**config.mk**
```make
export PLATFORM = sky130hd
export DESIGN_NAME = hamming_secded_dec_pipe
export DESIGN_NICKNAME = d
export VERILOG_FILES = /design/src/rtl/hamming_pkg.sv /design/src/rtl/hamming_syn_calc.sv /design/src/rtl/hamming_secded_dec_pipe.sv
export SDC_FILE = /design/constraint.sdc
export NUM_CORES = 2
export LEC_CHECK = 0
export ABC_AREA = 1
export CORE_AREA = 10 10 415 417
export DETAILED_ROUTE_END_ITERATION = 7
export DIE_AREA = 0 0 425 427
export GPL_ROUTABILITY_DRIVEN = 0
export HOLD_SLACK_MARGIN = 0.1
export PLACE_DENSITY = 0.63
export SYNTH_ARGS = -nofsm -noshare
export SYNTH_HDL_FRONTEND = slang
export SYNTH_SLANG_ARGS = --single-unit
```
**constraint.sdc**
```tcl
create_clock -name i_clk -period 24.7 [get_ports i_clk]
set_clock_uncertainty 0.2 [all_clocks]
set_input_delay 3.705 -clock i_clk [delete_from_list [all_inputs] [get_ports i_clk]]
set_output_delay 3.705 -clock i_clk [all_outputs]
set_load 0.005 [all_outputs]
```
**src/rtl/hamming_pkg.sv**
```systemverilog
// Shared definitions for the SECDED Hamming decoder: codeword layout helpers
// and the per-beat status classification.
package hamming_pkg;

  typedef enum logic [1:0] {
    CLEAN = 2'd0,
    SEC   = 2'd1,
    DED   = 2'd2
  } status_e;

  function automatic bit is_pow2(input int unsigned x);
    return (x != 0) && ((x & (x - 1)) == 0);
  endfunction

  // Codeword position (1-based) of data bit k: skip every power-of-two slot.
  function automatic int unsigned data_pos(input int unsigned k);
    int unsigned r;
    r = k + 1;
    for (int j = 0; j < 31; j++) begin
      if ((32'd1 << j) <= r) r = r + 1;
    end
    return r;
  endfunction

endpackage

```
**src/rtl/hamming_syn_calc.sv**
```systemverilog
// Combinational syndrome and overall-parity computation over a received beat.
module hamming_syn_calc
  import hamming_pkg::*;
#(
  parameter int DW = 512,
  parameter int PW = 10
) (
  input  logic [DW-1:0] i_data,
  input  logic [PW-1:0] i_parity,
  input  logic          i_ovr_par,
  output logic [PW-1:0] o_syn,
  output logic          o_par
);

  logic [PW-1:0] term [DW];

  genvar gi;
  generate
    for (gi = 0; gi < DW; gi++) begin : g_term
      localparam int unsigned POS = data_pos(gi);
      assign term[gi] = i_data[gi] ? PW'(POS) : '0;
    end
  endgenerate

  always_comb begin
    o_syn = i_parity;
    for (int i = 0; i < DW; i++) begin
      o_syn = o_syn ^ term[i];
    end
  end

  assign o_par = (^i_data) ^ (^i_parity) ^ i_ovr_par;

endmodule

```
**src/rtl/hamming_secded_dec_pipe.sv**
```systemverilog
// Two-stage SECDED Hamming decoder with valid/ready flow control, saturating
// error counters and a sticky capture of the first erroneous syndrome.
module hamming_secded_dec_pipe
  import hamming_pkg::*;
#(
  parameter int DW = 512,
  parameter int PW = 10,
  parameter int CW = 16
) (
  input  logic          i_clk,
  input  logic          i_rst,
  input  logic          i_valid,
  output logic          o_ready,
  input  logic [DW-1:0] i_dec_data,
  input  logic [PW-1:0] i_parity,
  input  logic          i_ovr_par,
  output logic          o_valid,
  input  logic          i_ready,
  output logic [DW-1:0] o_dec_data,
  output logic [PW-1:0] o_err_pos,
  output logic          o_sec,
  output logic          o_ded,
  input  logic          i_cnt_clr,
  output logic [CW-1:0] o_cnt_sec,
  output logic [CW-1:0] o_cnt_ded,
  output logic          o_first_vld,
  output logic [PW-1:0] o_first_pos
);

  if (2 ** PW < DW + PW + 1) begin : g_pw_check
    $error("hamming_secded_dec_pipe: PW too small to cover DW data bits");
  end

  localparam logic [PW-1:0] MAX_POS = PW'(DW + PW);

  logic [PW-1:0] syn;
  logic          par;

  hamming_syn_calc #(.DW(DW), .PW(PW)) u_syn (
    .i_data   (i_dec_data),
    .i_parity (i_parity),
    .i_ovr_par(i_ovr_par),
    .o_syn    (syn),
    .o_par    (par)
  );

  logic          s1_vld_q, s1_vld_d;
  logic [DW-1:0] s1_data_q, s1_data_d;
  logic [PW-1:0] s1_syn_q, s1_syn_d;
  logic          s1_par_q, s1_par_d;
  logic          s2_vld_q, s2_vld_d;
  logic [DW-1:0] s2_data_q, s2_data_d;
  logic [PW-1:0] s2_syn_q, s2_syn_d;
  status_e       s2_status_q, s2_status_d;
  logic [CW-1:0] cnt_sec_q, cnt_sec_d;
  logic [CW-1:0] cnt_ded_q, cnt_ded_d;
  logic          first_vld_q, first_vld_d;
  logic [PW-1:0] first_pos_q, first_pos_d;

  logic          s1_load, s2_load, out_hs;
  status_e       status;
  logic [DW-1:0] flip_mask, corr;

  // One-hot mask of the data bit sitting at the stage-1 syndrome position.
  genvar gi;
  generate
    for (gi = 0; gi < DW; gi++) begin : g_flip
      localparam int unsigned POS = data_pos(gi);
      assign flip_mask[gi] = (s1_syn_q == PW'(POS));
    end
  endgenerate

  always_comb begin
    s2_load = !s2_vld_q || i_ready;
    s1_load = !s1_vld_q || s2_load;
    out_hs  = s2_vld_q && i_ready;

    s1_vld_d  = s1_vld_q;
    s1_data_d = s1_data_q;
    s1_syn_d  = s1_syn_q;
    s1_par_d  = s1_par_q;
    if (s1_load) begin
      s1_vld_d  = i_valid;
      s1_data_d = i_dec_data;
      s1_syn_d  = syn;
      s1_par_d  = par;
    end

    // Odd overall parity with a zero or check-bit syndrome is a single error
    // outside the data field, so it counts as corrected with data untouched.
    status = CLEAN;
    corr   = s1_data_q;
    if (s1_par_q) begin
      if (s1_syn_q > MAX_POS) begin
        status = DED;
      end else begin
        status = SEC;
        if (s1_syn_q != '0 && !is_pow2(32'(s1_syn_q))) corr = s1_data_q ^ flip_mask;
      end
    end else if (s1_syn_q != '0) begin
      status = DED;
    end

    s2_vld_d    = s2_vld_q;
    s2_data_d   = s2_data_q;
    s2_syn_d    = s2_syn_q;
    s2_status_d = s2_status_q;
    if (s2_load) begin
      s2_vld_d    = s1_vld_q;
      s2_data_d   = corr;
      s2_syn_d    = s1_syn_q;
      s2_status_d = status;
    end

    cnt_sec_d   = cnt_sec_q;
    cnt_ded_d   = cnt_ded_q;
    first_vld_d = first_vld_q;
    first_pos_d = first_pos_q;
    if (i_cnt_clr) begin
      cnt_sec_d   = '0;
      cnt_ded_d   = '0;
      first_vld_d = 1'b0;
      first_pos_d = '0;
    end else if (out_hs && s2_status_q != CLEAN) begin
      if (s2_status_q == SEC && cnt_sec_q != '1) cnt_sec_d = cnt_sec_q + CW'(1);
      if (s2_status_q == DED && cnt_ded_q != '1) cnt_ded_d = cnt_ded_q + CW'(1);
      if (!first_vld_q) begin
        first_vld_d = 1'b1;
        first_pos_d = s2_syn_q;
      end
    end
  end

  always_ff @(posedge i_clk or posedge i_rst) begin
    if (i_rst) begin
      s1_vld_q    <= 1'b0;
      s2_vld_q    <= 1'b0;
      cnt_sec_q   <= '0;
      cnt_ded_q   <= '0;
      first_vld_q <= 1'b0;
      first_pos_q <= '0;
    end else begin
      s1_vld_q    <= s1_vld_d;
      s2_vld_q    <= s2_vld_d;
      cnt_sec_q   <= cnt_sec_d;
      cnt_ded_q   <= cnt_ded_d;
      first_vld_q <= first_vld_d;
      first_pos_q <= first_pos_d;
    end
  end

  always_ff @(posedge i_clk) begin
    s1_data_q   <= s1_data_d;
    s1_syn_q    <= s1_syn_d;
    s1_par_q    <= s1_par_d;
    s2_data_q   <= s2_data_d;
    s2_syn_q    <= s2_syn_d;
    s2_status_q <= s2_status_d;
  end

  assign o_ready     = s1_load;
  assign o_valid     = s2_vld_q;
  assign o_dec_data  = s2_data_q;
  assign o_err_pos   = s2_syn_q;
  assign o_sec       = (s2_status_q == SEC);
  assign o_ded       = (s2_status_q == DED);
  assign o_cnt_sec   = cnt_sec_q;
  assign o_cnt_ded   = cnt_ded_q;
  assign o_first_vld = first_vld_q;
  assign o_first_pos = first_pos_q;

endmodule
```
# After elaboration in Yosys (flattened, before gate mapping)
# Cells that the tools add are included.
[totals]
ff_bits = 1092
inputBits = 528
output_inout_bits = 569
word_cells = 1600
[op_classes]
add_sub_neg = 3
order_cmp = 1
n_eq_ne = 517
n_mux = 529
bitwise_logic = 516
n_reduce_logical = 22
[op_table]
columns = ["operator", "n"]
rows = [
  ["$xor 10x10->10", 512],
  ["$eq 10x9->1 const B", 255],
  ["$mux 9", 255],
  ["$mux 512", 3],
  ["$eq 10x8->1 const B", 127],
  ["$mux 8", 127],
  ["$eq 10x7->1 const B", 63],
  ["$reduce_xor 512->1", 1],
  ["$xor 512x512->512", 1],
  ["$mux 7", 63],
  ["$eq 10x6->1 const B", 31],
  ["$mux 6", 31],
  ["$eq 10x5->1 const B", 15],
  ["$mux 10", 13],
  ["$eq 10x10->1 const B", 10],
  ["$mux 16", 6],
  ["$mux 5", 15],
  ["$eq 10x4->1 const B", 7],
  ["$add 16x1->16 const B", 2],
  ["$and 10x32->32", 1],
  ["$logic_not 32->1", 1],
  ["$ne 16x16->1 const B", 2],
  ["$eq 10x3->1 const B", 3],
  ["$mux 4", 7],
  ["17 further kinds", 37],
]

# Logic depth before layout (Yosys ltp)
[logic_depth]
ltp_word = 513
depth_mapped = 32
ltp_nobuf = 32

# Modules after synthesis
# Synthesis repeated with hierarchy kept, for this count alone.
[hier_totals]
cells_unflattened = 5738
area_unflattened_um2 = 61721.7
[modules_own_cells]
columns = ["module", "n_inst", "cells_per_inst", "area_per_inst_um2"]
rows = [
  ["hamming_secded_dec_pipe", 1, 3078, 43560.5],
  ["hamming_syn_calc", 1, 2660, 18161.2],
]

# Worst setup path after synthesis
# Ideal clock, no wire load.
[synth_path]
path_kind = "input to register"
start = "input port i_ready"
end = "register s1_data_q[0], enable pin"
t_arrival_ns = 15.389
t_required_ns = 19.453
path_slack_ns = 4.064
path_stages = 2
path_buffers = 0
path_cell_list = "inv_1 -> nand3_1"
[synth_between]
elab_chain_len = 2
[synth_rtl]
columns = ["element", "line_no", "text"]
rows = [
  ["start, declared", "hamming_secded_dec_pipe.sv:18", "input logic i_ready,"],
  ["$logic_or 1x1->1", "hamming_secded_dec_pipe.sv:74", "s2_load = !s2_vld_q || i_ready;"],
  ["$logic_or 1x1->1", "hamming_secded_dec_pipe.sv:75", "s1_load = !s1_vld_q || s2_load;"],
  ["net o_ready", "hamming_secded_dec_pipe.sv:13", "output logic o_ready,"],
  ["end signal, assigned", "hamming_secded_dec_pipe.sv:153", "s1_data_q <= s1_data_d;"],
  ["end, declared", "hamming_secded_dec_pipe.sv:48", "logic [DW-1:0] s1_data_q, s1_data_d;"],
]
# The timed path passes the listed nets, and every way through them passes these cells.
# A chain may end at the register's enable or synchronous reset.

# Final worst setup path
[layout_path]
start = "input port i_ready"
end = "output port o_ready"
[layout_between]
elab_chain_len = 2
[layout_rtl]
columns = ["element", "line_no"]
rows = [
  ["$logic_or 1x1->1", "hamming_secded_dec_pipe.sv:74"],
  ["$logic_or 1x1->1", "hamming_secded_dec_pipe.sv:75"],
  ["end, declared", "hamming_secded_dec_pipe.sv:13"],
]
# No other way between the ends.

==> flow_metrics.tcl <==
set metrics [dict create \
    ys_seq_area_share_pct 57.3 \
    synth.distinct_cells 34 \
    synth_seq_cells 1092 \
    worstMarginPinSlew_ns 1.23 \
    cp_max_fo 5 \
    holdPathStages 1 \
    io_buffers 1096 \
    crit_arrival_ns 5.31 \
    cts_resized 0 \
    synthTopCellsByArea "edfxtp_1, xnor2_1, xor2_1, nand3_1, nand2_1" \
    wl_um 281000 \
    crit_path_end_kind "primary output" \
    holdBufCountCts 0 \
    power_leakage_nw 26.6 \
    rsz0062_at_grt "no" \
    power.density_mw_per_mm2 99.4 \
    dpl_worst_slack_ns 15.50 \
    worstPathCellList "clkdlybuf4s50_1, inv_1, nand3_4, clkdlybuf4s50_1" \
    critPathMaxStageDelay_ns 0.60 \
    track_usage_pct 29.6 \
    first_global_vias 41274 \
    drtIter0Drc 5559 \
    hold_class "reg -> reg" \
    yosysWarnings 0 \
    crit_top_cell "clkdlybuf4s50_1" \
    netlist.area_leader.share_pct 55.3 \
    r2r_start "s1_syn_q[1]$_DFFE_PP_" \
    grt_pass1_wl_um 363000 \
    reg2reg_depth 14 \
    crit_type "in -> out" \
    layout-drive-gt1-share_pct 5.67 \
    reg2reg_slack_ns 18.75 \
    viasPerCell 5.18 \
    hold_start "o_cnt_sec[13]$_DFFE_PP0P_" \
    slew_headroom_pct 17.7 \
    register_area_mm2 0.0326 \
    dieArea_mm2 0.181 \
    synthFlopType "edfxtp_1" \
    multiInputGateArea_mm2 0.0229 \
    gr-total-overflow 0 \
    layout_commonest_cell "xnor2_1" \
    synth_largest_area_cell "edfxtp_1" \
    synth-edff-count 1047 \
    start_util_pct 34.7 \
    maxCapViolCount 0 \
    min_to "o_cnt_sec[13]$_DFFE_PP0P_" \
    post_cts_buffers 0 \
    coreArea_mm2 0.164 \
    path_clk_slew_ns 0.05 \
    min_period_ns 9.21 \
    synth_cells 4714 \
    finalCritPeriodShare_pct 37.3 \
    fillers 14956 \
    slew_viol_final 0 \
    drc 0 \
    start_kind "primary input" \
    boundaryPins 1097 \
    clockRootBuffer "clkbuf_16" \
    numCtsBuffers 130 \
    timing.fmax_mhz 109 \
    num_vias 42572 \
    crit_slowest_cell "clkdlybuf4s50_1" \
    syn2layout_area_growth_pct 32.0 \
    ir_drop_v 0.0000984 \
    layout_common_cells "xnor2_1, clkdlybuf4s50_1, edfxtp_1" \
    htree_levels 4 \
    row_count 149 \
    hpwl_um 218000 \
    cts_tree "yes" \
    synthArstFlopShare_pct 4.12 \
    routedWlPerCell_um 34.2 \
    setup_ws_ns 15.49 \
    cts_sinks 1092 \
    status "finished, final reports clean" \
    drt_pre_antenna_iters 6 \
    synthesis.nets 5244 \
    die_w_um 425 \
    die_y_um 427 \
    hold_violations 0 \
    grt_max_degree 130 \
    setup_violations 0 \
    nNetsFinal 6412 \
    fin_tns_setup_ns 0 \
    syn-mean-instance-area_um2 12.1 \
    reg2reg_to "o_dec_data[310]$_DFFE_PP_" \
    critPathRequiredTime_ns 20.80 \
    clockBufferDepth 3 \
    clk-insertion-delay-late_ns 0.79 \
    antenna_found_initial 73 \
    synth_area_mm2 0.0568 \
    ant_nets 0 \
]
## sequential cells by signal, summed over array words and instances, names as in the netlist
| name | count |
|---|---|
| s1_vld_q | 1 |
| s1_syn_q | 10 |
| o_first_vld | 1 |
| o_dec_data | 512 |
| o_valid | 1 |
| s1_par_q | 1 |
| s1_data_q | 512 |
| o_err_pos | 10 |
| o_first_pos | 10 |
| o_cnt_sec | 16 |
| o_cnt_ded | 16 |
| s2_status_q | 2 |
## Yosys cell counts, types with 3 or more instances
library cell and count:
a21oi_1 17, buf_2 15, nor2_1 145, nand2b_1 4, or2_1 7, inv_2 7, dfrtp_1 45, nor4_1 7
edfxtp_1 1047, xor2_1 558, clkbuf_1 105, nand4_1 11, buf_1 21, o21ai_0 34, xor2_2 12, nand3_1 533
a31oi_1 4, nor3_1 23, xnor2_1 1266, nand2_1 504, nand3b_1 38, or2_2 3, clkinv_1 4, xnor2_2 24
inv_1 267
## through the flow
step / instance area, um^2 / total power, mW / cells / hold WS, ns / util (%)
after global placement: 70900 / 5.60 / 7939 / 0.278 / 43.2
after CTS: 74900 / 7.48 / 8170 / 0.309 / 45.7
after floorplan: 56800 / 4.32 / 4714 / 0.224 / -
after detailed placement: 70900 / 5.61 / 7939 / 0.304 / 43.2
final: 75000 / 7.46 / 8219 / 0.315 / 45.7
after global routing: 75000 / 7.78 / 8209 / 0.328 / 45.7
## where the power goes
group | switching, mW | total (mW) | internal, mW | leakage (nW)
clock | 0.829 | 1.86 | 1.03 | 1.93
combinational | 2.09 | 3.20 | 1.11 | 13.5
sequential | 0.110 | 2.40 | 2.29 | 11.2
total | 3.03 | 7.46 | 4.43 | 26.6
## worst max-delay path, delay by kind of cell
| kind | cells | cell delay (ns) |
|---|---|---|
| buffers and inverters | 3 | 1.19 |
| and+or+nand+nor | 1 | 0.36 |
## layout make-up
class / count / area share (%)
diodes: 49 / 0.163
clock buffers: 159 / 4.48
clock inverters: 72 / 0.872
inverters: 278 / 1.40
multi-input cells: 3203 / 30.6
flip-flops and latches: 1092 / 43.4
well taps: 2189 / 3.65
repair buffers: 1177 / 15.5
## per-layer routing
metal  routed length, um  vias to the layer above  track usage, %
met5                 108                        -               0
met4               15200                       20            14.6
met3               25300                      542            6.66
met2              134000                     2607            48.4
met1              107000                    21295            36.8
li1                    -                    18108               -
## worst max path at each step
stage | from | endpoint | slack (ns) | cells after the start
after floorplan | i_ready | s1_data_q[0]$_DFFE_PP_ | 4.06 | 2
after global placement | i_ready | o_ready | 15.49 | 4
after detailed placement | i_ready | o_ready | 15.50 | 4
after CTS | i_ready | o_ready | 15.49 | 4
after global routing | i_ready | o_ready | 15.46 | 4
final | i_ready | o_ready | 15.49 | 4
## cells by family after synthesis
| family | share of synthesized area (%) |
|---|---|
| AOI/OAI and AO/OA | 0.577 |
| adders and majority gates | 0.0616 |
| xor gates and xnor gates | 29.2 |
| DFF | 57.3 |
| and+or+nand+nor | 10.1 |
| buffers and inverters | 2.80 |
Power figures use the tool's default switching activity.
